===== src/rtl/router_uart_ni_gen.sv =====
// Router-to-UART network interface.
// Collects a head/body/tail flit packet, checks the head's sequence number
// against a regular or a priority counter, then streams the stored flits
// out of an 8N1 UART. Bytes go most-significant first and bits LSB first.
module router_uart_ni_gen #(
  parameter int FLIT_W    = 16,
  parameter int MAX_FLITS = 4,
  parameter int BAUD_DIV  = 16,
  parameter int SEQ_W     = 8
) (
  input  logic              clk,
  input  logic              rst,
  input  logic [FLIT_W-1:0] flit_in,
  input  logic              flit_valid,
  output logic              flit_ready,
  output logic              txd,
  output logic              busy,
  output logic              seq_err,
  output logic              frame_err,
  output logic [SEQ_W-1:0]  reg_seq,
  output logic [SEQ_W-1:0]  pri_seq
);

  localparam int IW    = (MAX_FLITS > 1) ? $clog2(MAX_FLITS) : 1;
  localparam int CW    = IW + 1;
  localparam int BYTES = FLIT_W / 8;
  localparam int BW    = (BYTES > 1) ? $clog2(BYTES) : 1;
  localparam int BDW   = (BAUD_DIV > 1) ? $clog2(BAUD_DIV) : 1;

  localparam logic [2:0] T_REG  = 3'b000;
  localparam logic [2:0] T_PRI  = 3'b001;
  localparam logic [2:0] T_BODY = 3'b010;
  localparam logic [2:0] T_TAIL = 3'b110;

  typedef enum logic [1:0] {IDLE, COLLECT, SEND} state_t;

  state_t             state;
  logic               rdy;
  logic [CW-1:0]      count;
  logic [IW-1:0]      fidx;
  logic [BW-1:0]      bidx;
  logic [3:0]         bit_idx;
  logic [BDW-1:0]     baud;
  logic [FLIT_W-1:0]  flits [MAX_FLITS];

  logic               accept;
  logic [2:0]         typ;
  logic [SEQ_W-1:0]   seq_f;
  logic               head_ok;
  logic               body_fits;
  logic               wr_en;
  logic [FLIT_W-1:0]  shifted;
  logic [7:0]         cur_byte;

  // UART frame bit at position pos: 0 start, 1..8 data LSB first, 9 stop.
  function automatic logic frame_bit(input logic [7:0] b, input logic [3:0] pos);
    logic [3:0] pm1;
    pm1 = pos - 4'd1;
    if (pos == 4'd0)      return 1'b0;
    else if (pos >= 4'd9) return 1'b1;
    else                  return b[pm1[2:0]];
  endfunction

  assign flit_ready = rdy;
  assign busy       = (state != IDLE);
  assign accept     = flit_valid && rdy;
  assign typ        = flit_in[FLIT_W-1 -: 3];
  assign seq_f      = flit_in[SEQ_W-1:0];

  // Decode of the incoming flit and the buffer write strobe.
  always_comb begin
    head_ok   = ((typ == T_REG) && (seq_f == reg_seq)) ||
                ((typ == T_PRI) && (seq_f == pri_seq));
    body_fits = (count < CW'(MAX_FLITS - 1));
    wr_en     = 1'b0;
    if (accept) begin
      if (state == IDLE)
        wr_en = head_ok;
      else if (state == COLLECT)
        wr_en = ((typ == T_BODY) && body_fits) || (typ == T_TAIL);
    end
  end

  // Byte currently on the wire, selected most-significant first.
  always_comb begin
    shifted  = flits[fidx] << {bidx, 3'b000};
    cur_byte = shifted[FLIT_W-1 -: 8];
  end

  // Packet buffer; data only, no reset. Count is 0 in IDLE so heads land at 0.
  always_ff @(posedge clk) begin
    if (wr_en)
      flits[count[IW-1:0]] <= flit_in;
  end

  // Control FSM: sequence checking, packet collection and UART serialisation.
  always_ff @(posedge clk) begin
    if (rst) begin
      state     <= IDLE;
      rdy       <= 1'b0;
      txd       <= 1'b1;
      seq_err   <= 1'b0;
      frame_err <= 1'b0;
      reg_seq   <= '0;
      pri_seq   <= '0;
      count     <= '0;
      fidx      <= '0;
      bidx      <= '0;
      bit_idx   <= '0;
      baud      <= '0;
    end else begin
      seq_err   <= 1'b0;
      frame_err <= 1'b0;
      rdy       <= 1'b1;
      case (state)
        IDLE: begin
          txd <= 1'b1;
          if (accept && (typ == T_REG || typ == T_PRI)) begin
            if (head_ok) begin
              count <= CW'(1);
              state <= COLLECT;
              if (typ == T_REG) reg_seq <= reg_seq + SEQ_W'(1);
              else              pri_seq <= pri_seq + SEQ_W'(1);
            end else begin
              seq_err <= 1'b1;
            end
          end
        end
        COLLECT: begin
          txd <= 1'b1;
          if (accept) begin
            if (typ == T_BODY && body_fits) begin
              count <= count + CW'(1);
            end else if (typ == T_TAIL) begin
              // First start bit goes out on the very next cycle.
              count   <= count + CW'(1);
              state   <= SEND;
              rdy     <= 1'b0;
              txd     <= 1'b0;
              fidx    <= '0;
              bidx    <= '0;
              bit_idx <= '0;
              baud    <= '0;
            end else begin
              frame_err <= 1'b1;
              count     <= '0;
              state     <= IDLE;
            end
          end
        end
        SEND: begin
          rdy <= 1'b0;
          if (baud == BDW'(BAUD_DIV - 1)) begin
            baud <= '0;
            if (bit_idx != 4'd9) begin
              bit_idx <= bit_idx + 4'd1;
              txd     <= frame_bit(cur_byte, bit_idx + 4'd1);
            end else if (bidx != BW'(BYTES - 1)) begin
              bidx    <= bidx + BW'(1);
              bit_idx <= '0;
              txd     <= 1'b0;
            end else if (({1'b0, fidx} + CW'(1)) != count) begin
              fidx    <= fidx + IW'(1);
              bidx    <= '0;
              bit_idx <= '0;
              txd     <= 1'b0;
            end else begin
              // Last stop bit done: line stays idle-high.
              state   <= IDLE;
              rdy     <= 1'b1;
              txd     <= 1'b1;
              count   <= '0;
              fidx    <= '0;
              bidx    <= '0;
              bit_idx <= '0;
            end
          end else begin
            baud <= baud + BDW'(1);
          end
        end
        default: begin
          state <= IDLE;
          count <= '0;
        end
      endcase
    end
  end

endmodule


===== config.mk =====
export PLATFORM = sky130hd
export DESIGN_NAME = router_uart_ni_gen
export DESIGN_NICKNAME = d
export VERILOG_FILES = /design/src/rtl/router_uart_ni_gen.sv
export SDC_FILE = /design/constraint.sdc
export NUM_CORES = 1
export LEC_CHECK = 0
export CORE_MARGIN = 2
export CORE_UTILIZATION = 58
export CTS_CLUSTER_DIAMETER = 120
export DETAILED_ROUTE_END_ITERATION = 10
export PLACE_DENSITY = 0.8
export SYNTH_ARGS = -nofsm -noshare
export SYNTH_HDL_FRONTEND = slang
export SYNTH_SLANG_ARGS = --single-unit

===== constraint.sdc =====
create_clock -name clk -period 3.7 [get_ports clk]
set_clock_uncertainty 0.2 [all_clocks]
set_input_delay 0.37 -clock clk [delete_from_list [all_inputs] [get_ports clk]]
set_output_delay 0.37 -clock clk [all_outputs]
set_load 0.005 [all_outputs]

Word-level counts from Yosys, hierarchy flattened
Memories as Yosys holds them, arrays and structs flattened. A register that Yosys moved wholly into a read port is not among the register bits. Cells that the tools add are included. W data, S select, Z words.

Memories: 1. Flip-flop bits (word level): 36. Memory bits (writable): 64. Word-level logic and storage cells: 141. Input port bits: 19.

Memories: flits (depth 4, bits a word 16, rd ports 1, clocked after Yosys merged registers in 1, write ports 1, RTL line 44) `logic [FLIT_W-1:0] flits [MAX_FLITS];`.

Reductions and logical operators: 25. Equality and inequality tests: 19. Muxes and demuxes: 66. Order comparisons: 3. Shift-type cells: 1. Bitwise logic cells: 5. $add $sub $neg: 9.

Operators with widths (count): $mux W2 (18); $mux W3 (9); $mux W1 (24); $mux W4 (6); $add A8 B1 Y8 const B (2); $eq A8 B8 Y1 (2); $pmux W4 S2 (2); $shl A16 B4 Y16 (1); $ne A2 B2 Y1 const B (7); $reduce_and A7 Y1 (2); $reduce_and A4 Y1 (3); $pmux W3 S3 (1); $add A4 B1 Y4 const B (2); $reduce_and A8 Y1 (1); $pmux W2 S3 (1); $reduce_and A6 Y1 (1); $logic_and A1 B1 Y1 (5); $not A1 Y1 (5); $reduce_and A5 Y1 (1); $eq A4 B4 Y1 const B (1); $ge A4 B4 Y1 const B (1); $logic_not A4 Y1 (1); $lt A3 B4 Y1 const B (1); $ne A2 B1 Y1 const B (2); 25 further kinds (29).

Logic depth before layout (Yosys ltp)
Depth after elaboration: 9. Gate-level depth with buffers: 9.

Worst setup path after synthesis
No wires, ideal clock.

Path type: reg-to-reg. From: register state[1]. To: memory flits[3][0], enable pin. Buffers on the path: 1. Clock period less this slack: 2.658 ns. Arrival: 2.069 ns. Setup time: 0.388 ns. Cell stages (with the launch flop): 9. Required time: 3.112 ns. Setup slack: 1.042 ns. Cells stage by stage: dfxtp_1 inv_1 ha_1 inv_1 or2_2 clkbuf_1 a21oi_1 nand2_1 nor2_1.

Cells in the longest elaborated chain, start to end: 6.

RTL lines: start: declaration (RTL line 37) `state_t state;`; start signal: assignment (RTL line 99) `state <= IDLE;`; start signal: assignment (RTL line 121) `state <= COLLECT;`; start signal: assignment (RTL line 137) `state <= SEND;`; $eq A2 B1 Y1 (RTL line 79) `else if (state == COLLECT)`; $mux W1 (RTL line 79); $mux W1 (*) (RTL line 77) `if (state == IDLE)`; $mux W1 (*) (RTL line 76) `if (accept) begin`; $mux W1 (*) (RTL line 92) `if (wr_en)`; $mux W1 (implied by the code) (*) (RTL line 93) `flits[count[IW-1:0]] <= flit_in;`; end: declaration (RTL line 44).

Every way passes the cells marked *; elsewhere a longest branch is shown, timed or not.

==> impl_metrics.yaml <==
run_status:
  status: "finished, final reports clean"
critical_path:
  r2r_slack_ns: 0.88
  cp.required_ns: 3.74
  path_cells: "mux4_1 -> mux4_2 -> or2_0 -> a2111oi_2 -> a31oi_1"
  crit_family: "multiplexers"
  rr_worst_depth: 5
  startpoint_type: "register"
  critPathCaptureType: "register"
  cp_slowest_stage_delay_ns: 0.76
  cp_num_buf_inv: 0
  cp_num_cells: 5
  crit_path_end: "txd$_SDFFE_PP1P_"
  slowest_stage: "dfxtp_1"
  path_class: "reg2reg"
  r2r_end: "txd$_SDFFE_PP1P_"
  cp_data_arrival_time_ns: 2.85
  path_max_fanout: 11
global_routing:
  grt_pass1_vias: 3251
  grt_overflow: 0
  antenna_found_initial: 0
  grt_max_degree: 25
  grt_pass1_wl_um: 15970
  grt_usage: 0.2375
place:
  place_area_mm2: 0.005278
  io_buffers: 39
  dp_slack_ns: 0.6157
  dp.cells: 518
  gp_congestion: 0.8612
  dp_hpwl_um: 7044
timing:
  setup-tns-final_ns: 0
  hold_viol: 0
  finalWorstSetupSlack_ns: 0.8837
  tightest_slew_ns: 0.9061
  slew_headroom: 0.3951
  slew_viol_final: 0
  timing.final.crit_share: 0.7611
  rsz0062_at_grt: "no"
  fin_crit_ns: 2.816
  clock.fmax_mhz: 355.1
  finalSetupViolCount: 0
cts:
  postCtsHoldBufs: 0
  clkTransAtPathRegs_ns: 0.11
  cts_sinks: 102
  cts_tree: "built"
  clockBufferDepth: 2
  cts_resized: 0
  cts_root_buf: "clkbuf_8"
  h-tree-depth: 3
  postCtsSetupBuffers: 0
  clkLatencyLatePin_ns: 0.37
  numCtsBuffers: 9
logic_synthesis:
  ys_seq_elements: 102
  synth_edf_count: 64
  synth-xor-area-share: 0.06034
  muxShareOfSynthArea: 0.09326
  synthCells: 386
  yosys_warnings: 0
  synth_compound_area_frac: 0.08490
  synthFlopType: "edfxtp_1"
  yosys.area_share.adder: 0.03918
  async_reset_ff_frac: 0
  synth_simple_gate_area_share: 0.1356
  syn_area_mm2: 0.004790
  synth_cell_types: 56
  syn_area_per_cell_um2: 12.41
  seq_area_frac_synth: 0.5601
  synth_top_family_by_area: "simple AND/OR/NAND/NOR gates"
  synth_nets: 420
power_and_ir_drop:
  power_density_mw_per_mm2: 358.3
  pwr-share-clk: 0.354
  p_sw_uw: 459.0
  design_power_total_uw: 1963
  ir_worst_vdd_mv: 0.2940
  power_frac_seq: 0.614
  switching_share: 0.2338
  pwr-share-comb: 0.032
  power_leakage_uw: 0.001846
  p_int_uw: 1504
finish:
  drive_gt1_frac: 0.09324
  final_common_cell: "edfxtp_1"
  design_area_mm2: 0.005480
  insertedDiodeCount: 0
  final_nets: 458
  fill_cells: 592
  layout.cells.non_filler: 534
  area_growth_pct: 14.42
  most-common-layout-cells: "64 x edfxtp_1, 39 x clkdlybuf4s50_1, 38 x dfxtp_1"
hold_path:
  min_path_type: "reg2reg"
drt:
  wl_met1_um: 4156
  via_per_inst: 6.056
  dr.pass1.iters: 4
  route.met3.wl_um: 551
  wire_per_inst_um: 18.30
  wl_met2_um: 4843
  vias: 3234
  drt_iter0_drc: 265
  drtAntennaViolNets: 0
  maxUsedRoutingLayer: "met4"
  routed_wl_um: 9774
  drc: 0
floorplan:
  ios: 40
  die_h_um: 94.88
  initial_utilization: 0.5918
  num_rows: 33
  die_w_um: 94.88
  core_mm2: 0.008093
  die-area_mm2: 0.009001
flow_run:
  max_cap_violations: 0
-- worst min-delay path by stage --
stage,cells past startpoint,start,end
2_1_floorplan,0,flit_in[0],flits[0][0]$_DFFE_PP_
3_3_place_gp,2,baud[1]$_SDFFE_PP0P_,baud[1]$_SDFFE_PP0P_
3_5_place_dp,2,count[2]$_SDFFE_PP0P_,count[2]$_SDFFE_PP0P_
4_1_cts,2,count[2]$_SDFFE_PP0P_,count[2]$_SDFFE_PP0P_
5_1_grt,2,baud[3]$_SDFFE_PP0P_,baud[3]$_SDFFE_PP0P_
6_report,2,bit_idx[1]$_SDFFE_PP0P_,bit_idx[1]$_SDFFE_PP0P_
-- cell type report --
class	instances	area [µm²]	area share
multi-input combinational	253	1979	0.3612
clock inverter	7	78.83	0.01438
clock buffer	9	123.9	0.02260
inverter	13	48.80	0.008904
tap	105	131.4	0.02397
timing repair buffer	45	435.4	0.07945
sequential	102	2683	0.4895
-- stage by stage --
| step | util | hold WS [ns] |
|---|---|---|
| 2_1_floorplan | - | 0.2689 |
| 3_3_place_gp | 0.6521 | 0.3033 |
| 3_5_place_dp | 0.6521 | 0.3196 |
| 4_1_cts | 0.6772 | 0.3382 |
| 5_1_grt | 0.6772 | 0.3596 |
| 6_report | 0.6772 | 0.3376 |
-- Yosys cell counts, drive strengths merged, types with 6 or more instances --
master | instances | area (µm²)
edfxtp | 64 | 1922
dfxtp | 38 | 760.7
nor2 | 29 | 108.9
nand2 | 27 | 101.4
xnor2 | 22 | 192.7
ha | 15 | 187.7
clkbuf | 14 | 52.55
mux4 | 14 | 334.1
inv | 13 | 48.80
nand3 | 13 | 65.06
a21oi | 11 | 55.05
xor2 | 11 | 96.34
and3 | 10 | 62.56
nand4 | 10 | 62.56
mux2i | 9 | 90.09
o21ai | 7 | 35.03
nor2b | 6 | 37.54
nor3 | 6 | 30.03
-- metal layers --
layer | up-vias | track usage
met2 | 96 | 0.3978
met5 | - | 0
met1 | 1585 | 0.3009
met3 | 18 | 0.04469
met4 | 0 | 0.1063
li1 | 1535 | -
-- power groups by stage --
stage / registers, µW / clock network [µW] / logic, µW
after floorplan: 1230 / 0 / 21.3
after global placement: 1230 / 0 / 60.3
after detailed placement: 1230 / 0 / 61.7
after CTS: 1210 / 703 / 61.9
after global routing: 1210 / 747 / 66.7
final: 1210 / 695 / 62.3
-- registers in the layout, summed over array words and instances, names as in the netlist, named ones only --
register / count
flit_ready: 1
pri_seq: 8
count: 3
bit_idx: 4
fidx: 2
baud: 4
bidx: 1
seq_err: 1
reg_seq: 8
txd: 1
state: 2
flits: 64
frame_err: 1
-- tightest hold or removal path: stages, from the launching register on --
cell and delay [ns]:
dfxtp_1 0.37, nand2_1 0.08, a21oi_1 0.05
-- logic make-up (layout without fill, tap and decap cells) --
group	after synthesis	after routing
AOI/OAI and AO/OA	56	56
xor gates and xnor gates	33	33
adders and majority gates	15	15
buffers and inverters	31	74
DFF	102	102
muxes	25	25
and+or+nand+nor	124	124
(Power assumes the default switching activity.)
